File: src/rtl/light_pattern_monitor.sv
// Light-bar pattern monitor: decodes the four flash patterns from the
// green/red drive vectors and checks ordering and dwell timing.
module light_pattern_monitor #(
    parameter int DWELL = 12500000,
    parameter int TOL   = 1000,
    parameter int CNT_W = 26
) (
    input  logic       clock,
    input  logic       reset,
    input  logic       enable,
    input  logic       clearErrors,
    input  logic [7:0] greenLight,
    input  logic [7:0] redLight,
    output logic [1:0] patternId,
    output logic       patternValid,
    output logic       changeStrobe,
    output logic       seqError,
    output logic       timingError,
    output logic [7:0] loopCount,
    output logic       locked
);

    typedef enum logic [1:0] {IDLE, ACQUIRE, TRACK} state_t;

    localparam logic [CNT_W-1:0] LO    = CNT_W'(DWELL - TOL);
    localparam logic [CNT_W-1:0] HI    = CNT_W'(DWELL + TOL);
    localparam logic [CNT_W-1:0] STALL = CNT_W'(DWELL + TOL + 1);
    localparam logic [CNT_W-1:0] MAXC  = '1;
    localparam logic [CNT_W-1:0] ONE   = CNT_W'(1);

    state_t           state;
    logic [7:0]       green1;
    logic [7:0]       red1;
    logic [CNT_W-1:0] dwell;
    logic             first;
    logic             decValid;
    logic [1:0]       decId;
    logic [1:0]       nextId;

    always_comb begin
        decValid = 1'b1;
        decId    = 2'd0;
        case ({green1, red1})
            16'h95A9: decId = 2'd0;
            16'hA995: decId = 2'd1;
            16'h9999: decId = 2'd2;
            16'hA5A5: decId = 2'd3;
            default:  decValid = 1'b0;
        endcase
    end

    assign nextId = patternId + 2'd1;

    always_ff @(posedge clock or posedge reset) begin
        if (reset) begin
            state        <= IDLE;
            green1       <= 8'h00;
            red1         <= 8'h00;
            dwell        <= '0;
            first        <= 1'b0;
            patternId    <= 2'd0;
            patternValid <= 1'b0;
            changeStrobe <= 1'b0;
            seqError     <= 1'b0;
            timingError  <= 1'b0;
            loopCount    <= 8'd0;
            locked       <= 1'b0;
        end else begin
            green1       <= greenLight;
            red1         <= redLight;
            changeStrobe <= 1'b0;
            // Clear first so that an error raised below in the same cycle wins.
            if (clearErrors) begin
                seqError    <= 1'b0;
                timingError <= 1'b0;
            end
            if (!enable) begin
                state        <= IDLE;
                locked       <= 1'b0;
                patternValid <= 1'b0;
                dwell        <= '0;
                loopCount    <= 8'd0;
            end else begin
                case (state)
                    IDLE: begin
                        state <= ACQUIRE;
                    end
                    ACQUIRE: begin
                        patternValid <= decValid;
                        if (decValid) begin
                            patternId    <= decId;
                            changeStrobe <= 1'b1;
                            first        <= 1'b1;
                            dwell        <= ONE;
                            locked       <= 1'b1;
                            state        <= TRACK;
                        end
                    end
                    TRACK: begin
                        if (!decValid) begin
                            seqError     <= 1'b1;
                            patternValid <= 1'b0;
                            locked       <= 1'b0;
                            state        <= ACQUIRE;
                        end else if (decId != patternId) begin
                            changeStrobe <= 1'b1;
                            patternId    <= decId;
                            dwell        <= ONE;
                            if (decId == nextId) begin
                                if (!first && (dwell < LO || dwell > HI))
                                    timingError <= 1'b1;
                                first <= 1'b0;
                                if (patternId == 2'd3)
                                    loopCount <= loopCount + 8'd1;
                            end else begin
                                seqError <= 1'b1;
                                first    <= 1'b1;
                            end
                        end else begin
                            if (dwell == STALL)
                                timingError <= 1'b1;
                            if (dwell != MAXC)
                                dwell <= dwell + ONE;
                        end
                    end
                    default: state <= IDLE;
                endcase
            end
        end
    end

endmodule
File: config.mk
export PLATFORM = sky130hd
export DESIGN_NAME = light_pattern_monitor
export DESIGN_NICKNAME = d
export VERILOG_FILES = /design/src/rtl/light_pattern_monitor.sv
export SDC_FILE = /design/constraint.sdc
export NUM_CORES = 1
export LEC_CHECK = 0
export CORE_UTILIZATION = 51
export CTS_CLUSTER_DIAMETER = 30
export DETAILED_ROUTE_END_ITERATION = 16
export GPL_ROUTABILITY_DRIVEN = 1
export PLACE_DENSITY = 0.85
export SYNTH_ARGS = -nofsm -noshare
export SYNTH_HDL_FRONTEND = slang
export SYNTH_SLANG_ARGS = --single-unit
File: constraint.sdc
create_clock -name clock -period 2.5 [get_ports clock]
set_clock_uncertainty 0.1 [all_clocks]
set_input_delay 0.375 -clock clock [delete_from_list [all_inputs] [get_ports clock]]
set_output_delay 0.375 -clock clock [all_outputs]
set_load 0.05 [all_outputs]
# [After elaboration in Yosys (flattened, before gate mapping)]
# Index checks and enable logic that the tools add are counted.
[totals] register_bits=60 latchBits=0 ram_bits=0 mem_bits_ro=0 inputBits=20 output_inout_bits=15 wordCells=104 mem_count=0
[classes] addsub=3 n_mul=0 div_mod_pow=0 n_lt_le_gt_ge=2 n_eq_ne=24 n_shift=0 n_mux=51 bitwise_logic=0 reduce_logical=12
[op_table] cell="two-way mux 26 bit" count=5
[op_table] cell="== test 16 bit (second input constant)" count=4
[op_table] cell="case mux 26 bit (2 select lines)" count=1
[op_table] cell="two-way mux 8 bit" count=6
[op_table] cell="adder 26 x 1 -> 26 bit (second input constant)" count=1
[op_table] cell="== test 26 x 24 -> 1 bit (second input constant)" count=1
[op_table] cell="greater-than comparator 26 x 24 -> 1 bit (second input constant)" count=1
[op_table] cell="less-than comparator 26 x 24 -> 1 bit (second input constant)" count=1
[op_table] cell="two-way mux 1 bit" count=26
[op_table] cell="inequality test 26 bit (second input constant)" count=1
[op_table] cell="two-way mux 2 bit" count=6
[op_table] cell="case mux 2 bit (3 select lines)" count=2
[op_table] cell="inequality test 2 x 1 -> 1 bit (second input constant)" count=5
[op_table] cell="AND reduction 5 bit" count=2
[op_table] cell="inequality test 3 bit (second input constant)" count=3
[op_table] cell="adder 8 x 1 -> 8 bit (second input constant)" count=1
[op_table] cell="case mux 1 bit (2 select lines)" count=4
[op_table] cell="inequality test 2 bit (second input constant)" count=3
[op_table] cell="== test 2 bit (second input constant)" count=2
[op_table] cell="inequality test 4 bit (second input constant)" count=1
[op_table] cell="case mux 2 bit (2 select lines)" count=1
[op_table] cell="AND reduction 2 bit" count=2
[op_table] cell="AND reduction 4 bit" count=1
[op_table] cell="OR reduction 4 bit" count=1
[op_table] cell="11 further kinds" count=11

# [Longest topological paths before layout]
[depth] depth_word=9 depth_mapped=9

# [Worst setup path after synthesis]
# No wires, ideal clock.
[synth_timing] path_kind="reg-to-reg" from="reg patternId[0]" to="reg loopCount[2]" t_arrival_ns=2.315 t_required_ns=2.322 slack_ns=0.007 stages_incl_launch_ff=8 synth_period_minus_slack_ns=2.493 cell_sequence="dfrtp_1 ha_1 nand2_1 or4_1 or4_4 buf_6 or3_1 a21boi_1"
[synth_between] elab_chain_cells=4 word_cells_on_any_way=8
[synth_rtl] element="from (decl)" line_no="14" source="output logic [1:0] patternId,"
[synth_rtl] element="from (signal assigned)" line_no="91" source="patternId <= decId;"
[synth_rtl] element="from (signal assigned)" line_no="107" source="patternId <= decId;"
[synth_rtl] element="adder 2 x 1 -> 2 bit" line_no="52" source="assign nextId = patternId + 2'd1;"
[synth_rtl] element="== test 2 bit" line_no="109" source="if (decId == nextId) begin"
[synth_rtl] element="inequality test 2 x 1 -> 1 bit (no source line)"
[synth_rtl] element="AND reduction 5 bit (no source line) (*)"
[synth_rtl] element="to (signal assigned)" line_no="114" source="loopCount <= loopCount + 8'd1;"
[synth_rtl] element="to (decl)" line_no="19" source="output logic [7:0] loopCount,"
# Every way passes the cells marked *; elsewhere a longest branch is shown, timed or not.
# A chain may end at the register's enable or synchronous reset.

# [Worst setup path after layout]
[layout_timing] from="reg green1[4]" to="reg loopCount[4]"
[layout_between] elab_chain_cells=5 word_cells_on_any_way=13
[layout_rtl] element="from (decl)" line_no="32" source="logic [7:0] green1;"
[layout_rtl] element="from (signal assigned)" line_no="69" source="green1 <= greenLight;"
[layout_rtl] element="== test 16 bit" line_no="43" source="case ({green1, red1})"
[layout_rtl] element="case mux 2 bit (3 select lines) or OR reduction 4 bit (tied branches)"
[layout_rtl] element="== test 2 bit, or another cell as far along" line_no="109"
[layout_rtl] element="inequality test 2 x 1 -> 1 bit (no source line)"
[layout_rtl] element="AND reduction 5 bit (no source line) (*)"
# Marked as above.

==> impl_metrics.py <==
metrics = {
    "drt": {
        "routedWlPerCell_um": 17.2,
        "vias_per_cell": 6.26,
        "final_antenna_net_count": 0,
        "drtIter0Drc": 349,
        "post-route-drc-count": 0,
        "route.vias.total": 3125,
        "first_pass_iters": 5,
        "wl_um": 8570,
    },
    "synthesis": {
        "synth_top_area_share_pct": 45.6,
        "synthArstFlopShare_pct": 100,
        "synth_ff_type": "dfrtp_1",
        "yosysWarnings": 0,
        "yosys-top-cells-area": "dfrtp_1, o21ai_0, nand3_1",
        "synth-edff-count": 0,
        "synth_nets": 379,
        "ys_types": 51,
        "synth_top_area_cell": "dfrtp_1",
        "ys_seq_area_share_pct": 45.6,
        "syn_area_um2": 3290,
        "synth_cells": 351,
        "syn_avg_cell_area_um2": 9.38,
        "ys_ff_latch": 60,
    },
    "clock_tree": {
        "cts_hold_buf": 0,
        "numCtsBuffers": 9,
        "clk_path_buf_depth": 2,
        "htreeDepth": 3,
        "root_buffer": "clkbuf_8",
        "cts_sinks": 60,
        "cts.clk_slew.worst_paths_ns": 0.08,
        "cts_tree": "done",
        "worst_skew_pair.late_latency_ns": 0.34,
    },
    "timing": {
        "fin_crit_sh_pct": 102,
        "finalSetupViolations": 9,
        "fin_ws_ns": -0.0612,
        "slew_headroom_pct": 57.1,
        "drv_slew": 0,
        "final.min_clock_period_ns": 2.56,
        "tightest_slew_ns": 0.638,
        "hold_violations": 0,
        "max_freq_mhz": 390,
        "grt_setup_unrepaired": "true",
    },
    "setup_path": {
        "path_class": "flip-flop to flip-flop",
        "crit-reg2reg-capture": "loopCount[4]",
        "start_kind": "flip-flop",
        "ff2ff_path_depth": 8,
        "cp_max_fo": 6,
        "endpoint_kind": "flip-flop",
        "crit_required_ns": 2.67,
        "arrival_ns": 2.73,
        "regToRegStartpoint": "green1[4]",
        "r2r_slack_ns": -0.06,
    },
    "finish": {
        "layout.nets": 447,
        "syn_to_final_growth_pct": 28.7,
        "fillCellCount": 459,
        "fin_area_um2": 4240,
        "seqCellArea_um2": 1500,
        "antenna_cells": 0,
        "drive_gt1_share_pct": 18.6,
        "multiInputGateArea_um2": 1730,
    },
    "pwr": {
        "p_leak_nw": 1.83,
        "vdd_drop_max_mv": 0.349,
        "p_per_area_nw_per_um2": 547,
        "total_power_mw": 2.32,
    },
    "floorplanning": {
        "rows": 28,
        "die_x_um": 82.3,
        "die-area_um2": 6780,
        "boundaryPins": 35,
        "initial_core_util_pct": 54.3,
        "die_h_um": 82.3,
        "coreArea_um2": 6060,
    },
    "grt": {
        "grt_usage_pct": 26.5,
        "grt_pass1_wl_um": 13400,
        "grt_max_degree": 61,
        "grt_pass1_vias": 2922,
        "gr-total-overflow": 0,
        "grt_antenna_before_repair": 0,
    },
    "min_path": {
        "hold_class": "input port to async pin",
    },
    "place": {
        "dp_hpwl_um": 5380,
        "port_buffers": 34,
        "place_area_um2": 3840,
        "gp_congestion": 0.879,
    },
    "job": {
        "maxCapViolations": 0,
    },
    "status": {
        "outcome": "finished, violations left",
        "failed_checks": "negative setup slack",
    },
}
[worst max-delay path by stage]
stage	slack, ns	depth (start not counted)	end	from
floorplan	0.007	7	loopCount[2]	patternId[0]
global placement	0.07	6	loopCount[7]	green1[3]
detailed placement	-0.007	6	loopCount[3]	green1[3]
CTS	0.006	6	loopCount[3]	green1[2]
global route	-0.13	9	loopCount[4]	green1[4]
finish	-0.06	8	loopCount[4]	green1[4]
[cells in the mapped netlist (all sizes together) (3+ instances only)]
| cell type | number |
|---|---|
| nor2 | 30 |
| ha | 8 |
| and4bb | 6 |
| and2 | 5 |
| a21o | 6 |
| or3 | 9 |
| nand4b | 3 |
| clkbuf | 11 |
| a22o | 9 |
| dfrtp | 60 |
| and4 | 3 |
| buf | 3 |
| or4 | 7 |
| nor3 | 13 |
| nand2 | 22 |
| mux2i | 5 |
| nor2b | 4 |
| a21boi | 9 |
| nand4 | 11 |
| o21ai | 30 |
| o22ai | 7 |
| a21oi | 11 |
| nand3 | 23 |
| xnor2 | 5 |
| inv | 14 |
| and3 | 8 |
[logic make-up after synthesis]
kind of cell	synth area share [%]
simple gates	25.6
buf+inv	3.84
compound gates	18.4
fa+ha+maj	3.04
xor+xnor	1.33
flops	45.6
mux	2.21
[final cells by class]
cell class / instances / area share, %
Sequential cell: 60 / 35.5
Clock inverter: 7 / 2.33
Multi-Input combinational cell: 263 / 40.9
Clock buffer: 9 / 2.92
Timing Repair Buffer: 71 / 15.0
Inverter: 14 / 1.24
Tap cell: 75 / 2.22
[registers in the layout, summed over array words and instances (netlist names)]
| signal | cells |
|---|---|
| red1 | 8 |
| locked | 1 |
| loopCount | 8 |
| patternValid | 1 |
| seqError | 1 |
| first | 1 |
| dwell | 26 |
| green1 | 8 |
| changeStrobe | 1 |
| state | 2 |
| patternId | 2 |
| timingError | 1 |
[cell usage in the layout (no fill, tap or decap), types with 3 or more instances in the layout]
cell type        synthesis  layout
clkdlybuf4s50_1          0      34
a22o_1                   9       9
and3_1                   8       8
a21o_1                   6       6
or4_4                    1       3
o21ai_0                 30      27
inv_1                   14      13
xnor2_1                  5       3
and4_1                   3       3
a21oi_1                 11      11
nand3_1                 23      23
o21ai_1                  0       3
nor3_1                  13      13
mux2i_1                  5       5
or3_1                    9       8
clkbuf_8                 0       9
nor2_1                  30      29
dfrtp_1                 60      60
and2_1                   5       5
or4_1                    6       5
a21boi_0                 7       3
ha_1                     8       8
and4bb_2                 6       5
buf_4                    1      35
a21boi_1                 2       5
nand4_1                 11      11
nand2_1                 22      21
nand4b_1                 3       3
o22ai_1                  7       7
nor2b_1                  4       4
[power by group]
part	switching, mW	internal (mW)	total (mW)
Combinational	0.173	0.151	0.323
Clock	0.412	0.566	0.978
Sequential	0.0148	1.00	1.02
[worst max-delay path: stages (launching register included)]
cell	delay (ns)
dfrtp_1	0.38
buf_4	0.13
and4bb_2	0.25
buf_4	0.16
a22oi_2	0.27
nor3_1	0.18
or4_4	0.56
or3_1	0.33
a21boi_1	0.13
[routing by layer]
metal | routed length, um | share of wire [%] | vias to the layer above | GRT usage (%)
li1 | - | - | 1450 | -
met1 | 3600 | 42 | 1494 | 34.3
met2 | 4230 | 49 | 156 | 42.2
met3 | 521 | 6.1 | 25 | 4.62
met4 | 218 | 2.5 | 0 | 13.7
met5 | 0 | 0 | - | 0
[through the flow]
step           setup slack [ns]   TNS, ns  hold slack [ns]  util [%]  std cells
3_5_place_dp           -0.00669  -0.00669            0.408      63.3        468
2_1_floorplan           0.00708         0            0.306         -        351
5_1_grt                  -0.131     -1.30            0.349      69.9        499
4_1_cts                 0.00607         0            0.320      67.9        490
3_3_place_gp             0.0726         0            0.383      63.3        468
6_report                -0.0612    -0.400            0.308      69.9        499
[timing repair]
action | in CTS | in global routing
pin swaps | 0 | 19
gates resized for setup | 3 | 19
setup endpoints to repair | 4 | 31
buffers inserted | 5 | 9
gates cloned | 1 | 0
Note: power is estimated with default switching activity, not from simulation.
